$ cat config.mk
export PLATFORM = sky130hd
export DESIGN_NAME = motor_speed_sequencer
export DESIGN_NICKNAME = d
export VERILOG_FILES = /design/src/rtl/motor_speed_sequencer.sv
export SDC_FILE = /design/constraint.sdc
export NUM_CORES = 1
export LEC_CHECK = 0
export ABC_AREA = 1
export CAP_MARGIN = 25
export CORE_UTILIZATION = 65
export DETAILED_ROUTE_END_ITERATION = 8
export GPL_TIMING_DRIVEN = 0
export MAX_ROUTING_LAYER = met4
export PLACE_DENSITY = 0.86
export SLEW_MARGIN = 10
export SYNTH_ARGS = -nofsm -noshare
export SYNTH_HDL_FRONTEND = slang
export SYNTH_SLANG_ARGS = --single-unit
$ cat constraint.sdc
create_clock -name i_clk -period 8.32 [get_ports i_clk]
set_input_delay 1.664 -clock i_clk [delete_from_list [all_inputs] [get_ports i_clk]]
set_output_delay 1.664 -clock i_clk [all_outputs]
set_load 0.01 [all_outputs]
$ cat src/rtl/motor_speed_sequencer.sv
// motor_speed_sequencer: button-driven speed level, duty ramp and auto-off timer.
// Optional KICKSTART_EN: full duty for 50 ticks when leaving IDLE.
module motor_speed_sequencer #(
  parameter int PWM_PERIOD   = 1000,
  parameter int MAX_LEVEL    = 4,
  parameter int RAMP_STEP    = 25,
  parameter int RAMP_MS      = 20,
  parameter int TIMER_STEP_S = 10,
  parameter int TIMER_MAX_S  = 30
) (
  input  logic       i_clk,
  input  logic       i_reset,
  input  logic       i_tick_1khz,
  input  logic       i_period_end,
  input  logic       i_btn_up,
  input  logic       i_btn_down,
  input  logic       i_btn_stop,
  input  logic       i_btn_timer,
  output logic [9:0] o_duty,
  output logic [2:0] o_speed_state,
  output logic [5:0] o_remaining_s,
  output logic       o_busy
);

  typedef enum logic [1:0] {IDLE, RAMP, RUN, BRAKE} state_t;

  localparam logic [9:0] PERIOD    = 10'(PWM_PERIOD);
  localparam logic [9:0] LVL_DUTY  = 10'(PWM_PERIOD / MAX_LEVEL);
  localparam logic [9:0] STEP      = 10'(RAMP_STEP);
  localparam logic [9:0] MS_LAST   = 10'd999;
  localparam logic [4:0] RAMP_LAST = 5'(RAMP_MS - 1);
  localparam logic [2:0] LMAX      = 3'(MAX_LEVEL);
  localparam logic [5:0] T_STEP    = 6'(TIMER_STEP_S);
  localparam logic [5:0] T_WRAP    = 6'(TIMER_MAX_S - TIMER_STEP_S);

  state_t     st, st_n;
  logic [2:0] level, level_n;
  logic [9:0] duty, duty_n;
  logic [5:0] rem, rem_n;
  logic [9:0] ms, ms_n;
  logic [4:0] rcnt, rcnt_n;
  logic       stop, inc, dec, tmr;
  logic       kicking, ramping, fire;
  logic       preset, timeout, settle;

`ifdef KICKSTART_EN
  localparam logic [5:0] KICK_TICKS = 6'd50;
  logic [5:0] kick, kick_n;
  assign kicking = (kick != '0);
`else
  assign kicking = 1'b0;
`endif

  function automatic logic [9:0] tgt_of(input logic [2:0] l);
    if (l >= LMAX) return PERIOD;
    return {7'd0, l} * LVL_DUTY;
  endfunction

  // One ramp update toward t, clamped so it never overshoots.
  function automatic logic [9:0] step_to(input logic [9:0] d,
                                         input logic [9:0] t);
    if (d < t) return (t - d > STEP) ? d + STEP : t;
    if (d > t) return (d - t > STEP) ? d - STEP : t;
    return t;
  endfunction

  assign stop    = i_btn_stop;
  assign inc     = !stop && i_btn_up && !i_btn_down;
  assign dec     = !stop && i_btn_down && !i_btn_up;
  assign tmr     = i_btn_timer && !stop && !i_btn_up && !i_btn_down;
  assign ramping = (st == RAMP || st == BRAKE) && !kicking;
  assign fire    = ramping && i_tick_1khz && (rcnt == RAMP_LAST);
  assign preset  = tmr && (st == RAMP || st == RUN);
  assign timeout = i_tick_1khz && (rem == 6'd1) && (ms == MS_LAST)
                   && !preset;

  always_comb begin
    st_n    = st;
    level_n = level;
    duty_n  = duty;
    rem_n   = rem;
    ms_n    = ms;
    rcnt_n  = rcnt;
    settle  = 1'b0;
`ifdef KICKSTART_EN
    kick_n  = kick;
    if (kicking && i_tick_1khz) kick_n = kick - 6'd1;
`endif
    if (ramping && i_tick_1khz)
      rcnt_n = (rcnt == RAMP_LAST) ? '0 : rcnt + 5'd1;
    if (fire) duty_n = step_to(duty, tgt_of(level));
    if (rem != '0 && i_tick_1khz) begin
      if (ms == MS_LAST) begin
        ms_n  = '0;
        rem_n = rem - 6'd1;
      end else begin
        ms_n  = ms + 10'd1;
      end
    end
    // A new preset restarts the second boundary.
    if (preset) begin
      rem_n = (rem > T_WRAP) ? '0 : rem + T_STEP;
      ms_n  = '0;
    end
    unique case (st)
      IDLE: begin
        if (inc) begin
          st_n    = RAMP;
          level_n = 3'd1;
          rcnt_n  = '0;
`ifdef KICKSTART_EN
          duty_n  = PERIOD;
          kick_n  = KICK_TICKS;
`else
          duty_n  = '0;
`endif
        end
      end
      RAMP, RUN: begin
        if (inc && level != LMAX) level_n = level + 3'd1;
        if (dec && level != '0) level_n = level - 3'd1;
        settle = (duty_n == tgt_of(level_n));
`ifdef KICKSTART_EN
        settle = settle && (kick_n == '0);
`endif
        if (stop || timeout || level_n == '0) begin
          st_n    = BRAKE;
          level_n = '0;
          rem_n   = '0;
          ms_n    = '0;
`ifdef KICKSTART_EN
          kick_n  = '0;
`endif
        end else if (settle) begin
          st_n   = RUN;
          rcnt_n = '0;
        end else begin
          st_n   = RAMP;
        end
      end
      BRAKE: begin
        if (duty_n == '0) begin
          st_n   = IDLE;
          rcnt_n = '0;
        end
      end
      default: st_n = IDLE;
    endcase
  end

  always_ff @(posedge i_clk or negedge i_reset) begin
    if (!i_reset) begin
      st     <= IDLE;
      level  <= '0;
      duty   <= '0;
      rem    <= '0;
      ms     <= '0;
      rcnt   <= '0;
      o_duty <= '0;
`ifdef KICKSTART_EN
      kick   <= '0;
`endif
    end else begin
      st    <= st_n;
      level <= level_n;
      duty  <= duty_n;
      rem   <= rem_n;
      ms    <= ms_n;
      rcnt  <= rcnt_n;
`ifdef KICKSTART_EN
      kick  <= kick_n;
`endif
      // Shadow copy only at the period wrap keeps each PWM period clean.
      if (i_period_end) o_duty <= duty;
    end
  end

  assign o_speed_state = level;
  assign o_remaining_s = rem;
  assign o_busy        = (st != IDLE);

endmodule
After elaboration in Yosys (flattened, before gate mapping)
Cells that the tools add are included.
{ "totals": {"in_bits": 8, "wordCells": 123, "register_bits": 46, "out_inout_bits": 20} }
{ "classes": {"n_mux": 53, "n_addsub": 10, "n_reduce_logical": 34, "n_lt_le_gt_ge": 7, "eq_ne": 10, "n_mul": 2} }
{ "ops": {"columns": ["cell", "n"], "rows": [
  ["two-way mux 10 bit", 20],
  ["two-way mux 6 bit", 6],
  ["two-way mux 5 bit", 6],
  ["greater-than comparator 10 x 5 -> 1 bit, second input constant", 2],
  ["subtractor 10 bit", 2],
  ["multiplier 3 x 7 -> 9 bit, second input constant", 2],
  ["logical AND 1 bit", 16],
  ["two-way mux 3 bit", 5],
  ["one-hot mux 5 bit (3 select lines)", 1],
  ["adder 10 x 1 -> 10 bit, second input constant", 1],
  ["adder 10 x 5 -> 10 bit, second input constant", 1],
  ["== test 10 bit", 1],
  ["== test 10 bit, second input constant", 1],
  ["greater-than comparator 10 bit", 1],
  ["zero test 10 bit", 1],
  ["less-than comparator 10 bit", 1],
  ["subtractor 10 x 5 -> 10 bit, second input constant", 1],
  ["two-way mux 1 bit", 9],
  ["two-way mux 2 bit", 4],
  ["adder 6 x 4 -> 6 bit, second input constant", 1],
  ["== test 6 x 1 -> 1 bit, second input constant", 1],
  ["greater-or-equal comparator 3 bit, second input constant", 2],
  ["greater-than comparator 6 x 5 -> 1 bit, second input constant", 1],
  ["one-hot mux 2 bit (3 select lines)", 1],
  ["other kinds (20)", 29]
]} }

Depth between registers and ports, before layout
{ "depth": {"word_depth": 19, "depth_mapped": 35, "depth_no_buf": 34} }

Least setup slack after synthesis
OpenSTA, ideal clock, no wires.
{ "synth_path": {"kind": "input -> register", "start": "input i_btn_down", "end": "register rcnt[0]", "slack_ps": 2912, "stages": 22, "setup_ps": 125, "arrival_ps": 5282, "t_required_ps": 8195, "path_buffers": 0, "cell_sequence": "inv_1 > nand3_1 > nor2_1 > nand2_1 > a21oi_1 > o21ai_0 > o21ai_2 > clkinv_1 > fa_1 > fa_1 > fa_1 > or2_2 > a21oi_1 > inv_1 > nand2_1 > nand2_1 > inv_1 > nand2_1 > nor2_1 > nand3_1 > nand2_2 > a21oi_1"} }
{ "synth_between": {"elab_chain_cells": 15, "elab_cells_between_ends": 27, "cone_classes": "mul (1); order compare (1); eq/ne (1); mux (11); reduce/logical (13)"} }
{ "synth_lines": {"columns": ["element", "line_no", "text"], "rows": [
  ["start: declaration", "16", "input logic i_btn_down,"],
  ["parallel branches: the longest is 14 deep, another holds multiplier 3 x 7 -> 9 bit", null, null],
  ["one-hot mux 5 bit (3 select lines) *", "105", "unique case (st)"],
  ["named net rcnt_n[0]", "41", "logic [4:0] rcnt, rcnt_n;"],
  ["end signal: assignment", "169", "rcnt <= rcnt_n;"],
  ["end: declaration", "41", null]
]} }
Mark *: on every way through the listed nets, which the timed path passes. The select of a mux whose other input is x is not followed.
A chain may end at the register's enable or synchronous reset.

Worst setup path in the final report
{ "layout_path": {"start": "input i_btn_down", "end": "register rcnt[1]"} }
The elaborated chain is that of the path after synthesis.

==> impl_metrics.ini <==
[cells_and_area]
fin_nets = 859
insertedDiodeCount = 0
final_layout_size_suffix_gt1_frac = 0.0795
n_fill_cell = 583
synthToLayoutAreaGrowth_pct = 10.1

[timing]
max_freq_mhz = 161
finalCriticalPeriod_ps = 6190
grt_setup_unrepaired = false
setup-violations-final = 0
slew_violations = 0
report.final.hold_viol_count = 0
finalCritPeriodShare = 0.744
worst_slew_margin_rel = 0.517
fin_worst_skew_ps = 6.68
tightest_slew_ps = 721
timing.setup.tns_ps = 0

[critical_path]
setup.worst_path.start_class = primary input
critical_path.max_fanout = 12
critical_path.endpoint_type = flip-flop
worst_ep_arrival_time_ps = 6380
cp_data_required_time_ps = 8510
reg2reg_slack_ps = 3050
setup.worst_path.class = primary input to flip-flop

[routing]
wl_met2_um = 6130
post-route-drc-count = 0
post_drt_antenna_nets = 0
drt_pass1_iterations = 5
detail_route.wirelength.met1_um = 6100
vias_per_cell = 5.65
detail_route.iter0.violations = 416
met3_length_um = 698
maxUsedRoutingLayer = met4
route.final.wire_length_um = 13100
routedWlPerCell_um = 14.8
detailroute.via_count = 5036

[floorplan]
rows = 31
fp.coreArea_um2 = 7410
num_io_pins = 28
die_area_um2 = 8170
floorplan_die_height_um = 90.4
die_w_um = 90.4
initial_core_util = 0.685

[synthesis]
synth-main-ff-cell = sky130_fd_sc_hd__dfrtp_1
sequential_area_share_after_synthesis = 0.227
post_synth.cell_area_avg_um2 = 6.71
yosys.area.top_type_share = 0.227
postSynthRegisterBits = 46
synth_most_common_cell = sky130_fd_sc_hd__nand2_1
synth_top_cell_by_area = sky130_fd_sc_hd__dfrtp_1
unique_masters_post_synth = 47
netlist_instances = 757
synthesis.nets = 825
synth_area_leaders = sky130_fd_sc_hd__dfrtp_1 (23%), sky130_fd_sc_hd__nand2_1 (13%), sky130_fd_sc_hd__ha_1 (13%)
synth.top_cells.by_count = sky130_fd_sc_hd__nand2_1 (180), sky130_fd_sc_hd__inv_1 (106), sky130_fd_sc_hd__nor2_1 (102)
synth_edf_count = 0
synthArstFlopShare = 1.00
synthesis.yosys.warnings = 0
synth_area_um2 = 5080

[worst_hold_path]
min_path_type = flip-flop to flip-flop

[run]
max_cap_viol_count = 0

[placement]
number_of_buffers_inserted_by_port_buffering = 26
total_half_perimeter_wirelength_after_legalization_and_detailed_placement_um = 10600
place_congestion = 0.987

[clocking]
cts_clk_pin_slew_worst_paths_ps = 90
post_cts_setup_repair_buffer_count = 0
cts.htree.levels = 2
clock_insertion_delay_worst_skew_ps = 300
postCtsHoldBufs = 0
postCtsResizedCells = 0
tritoncts.num_buffers = 5
cts.sinks = 46
clockRootBuffer = sky130_fd_sc_hd__clkbuf_8
cts_tree = built
clock_tree.buffer_depth = 2

[global_route]
grt_pass1_vias = 4691
grt_max_degree = 27
gr-usage-all-layers = 0.342
grt_antenna_before_repair = 0
grt_overflow = 0
wire_length_of_the_first_global_routing_pass_um = 22000

[status]
run_status = finished, final reports clean
## stage by stage
step	util	cell area (µm²)	std cells	worst slack [ps]	hold slack (ps)
final	0.754	5590	891	2130	522
after global placement	0.737	5460	882	1950	495
after floorplan	-	5080	757	2910	474
after global routing	0.754	5590	891	1790	562
after detailed placement	0.739	5480	883	1840	501
after CTS	0.754	5590	891	2150	522
## cells by family after synthesis
group           count (synthesis)  synth area share
buf+inv                       125            0.0956
compound gates                 81            0.0917
simple gates                  417             0.372
mux                             1           0.00222
flops                          46             0.227
fa+ha+maj                      60             0.161
xor+xnor                       27            0.0503
## layer usage
| layer | GRT usage | vias up |
|---|---|---|
| li1 | - | 2477 |
| met1 | 0.468 | 2354 |
| met2 | 0.549 | 176 |
| met3 | 0.0362 | 29 |
| met4 | 0.0793 | 0 |
| met5 | - | - |
## layout make-up
type / count / area, µm² / share of cell area
multi-input combinational: 586 / 3440 / 0.616
sequential: 46 / 1150 / 0.206
inverter: 116 / 440 / 0.0788
timing repair buffer: 27 / 275 / 0.0493
tap: 99 / 124 / 0.0222
clock buffer: 5 / 68.8 / 0.0123
buffer: 9 / 45.0 / 0.00806
clock inverter: 3 / 43.8 / 0.00784
## final timing paths
check,startpoint,endpoint,cells past startpoint
max,i_btn_down,rcnt[1],23
min,o_duty[9],o_duty[9],1
max reg2reg,o_speed_state[0],rcnt[1],30
min reg2reg,o_duty[9],o_duty[9],1
max in group asynchronous,i_reset,rcnt[4],2
min in group asynchronous,i_reset,o_duty[6],1
## layout by cell type, fill, tap and decap left out, types with 6 or more instances in the layout
cell,synthesis,routed
sky130_fd_sc_hd__nor2_1,102,102
sky130_fd_sc_hd__nand4_1,11,11
sky130_fd_sc_hd__ha_1,51,51
sky130_fd_sc_hd__nand3b_1,6,6
sky130_fd_sc_hd__xor2_1,21,21
sky130_fd_sc_hd__fa_1,9,9
sky130_fd_sc_hd__inv_1,106,106
sky130_fd_sc_hd__a21oi_1,46,46
sky130_fd_sc_hd__o21ai_0,17,17
sky130_fd_sc_hd__nand3_1,69,69
sky130_fd_sc_hd__nand2_1,180,180
sky130_fd_sc_hd__nand2_2,16,16
sky130_fd_sc_hd__clkdlybuf4s50_1,0,25
sky130_fd_sc_hd__nor3_1,8,8
sky130_fd_sc_hd__dfrtp_1,46,46
## sequential cells by signal, indices dropped and copies added (netlist names)
signal         count
o_remaining_s      6
o_duty            10
o_speed_state      3
rcnt               5
ms                10
duty              10
st                 2
## critical path: stages
cell	delay (ps)
sky130_fd_sc_hd__clkdlybuf4s50_1	400
sky130_fd_sc_hd__inv_1	150
sky130_fd_sc_hd__nand3_1	250
sky130_fd_sc_hd__nor2_1	260
sky130_fd_sc_hd__nand2_1	90
sky130_fd_sc_hd__a21oi_1	130
sky130_fd_sc_hd__o21ai_0	130
sky130_fd_sc_hd__o21ai_2	160
sky130_fd_sc_hd__clkinv_1	380
sky130_fd_sc_hd__fa_1	710
sky130_fd_sc_hd__fa_1	480
sky130_fd_sc_hd__fa_1	380
sky130_fd_sc_hd__or2_2	280
sky130_fd_sc_hd__a21oi_1	220
sky130_fd_sc_hd__inv_1	60
sky130_fd_sc_hd__nand2_1	60
sky130_fd_sc_hd__nand2_1	40
sky130_fd_sc_hd__inv_1	40
sky130_fd_sc_hd__nand2_1	50
sky130_fd_sc_hd__nor2_1	120
sky130_fd_sc_hd__nand3_1	100
sky130_fd_sc_hd__nand2_2	140
sky130_fd_sc_hd__a21oi_1	80
Power is left out: the tool's default activity adds up to more than one toggle a clock period on the data nets, which glitch-free logic cannot reach.
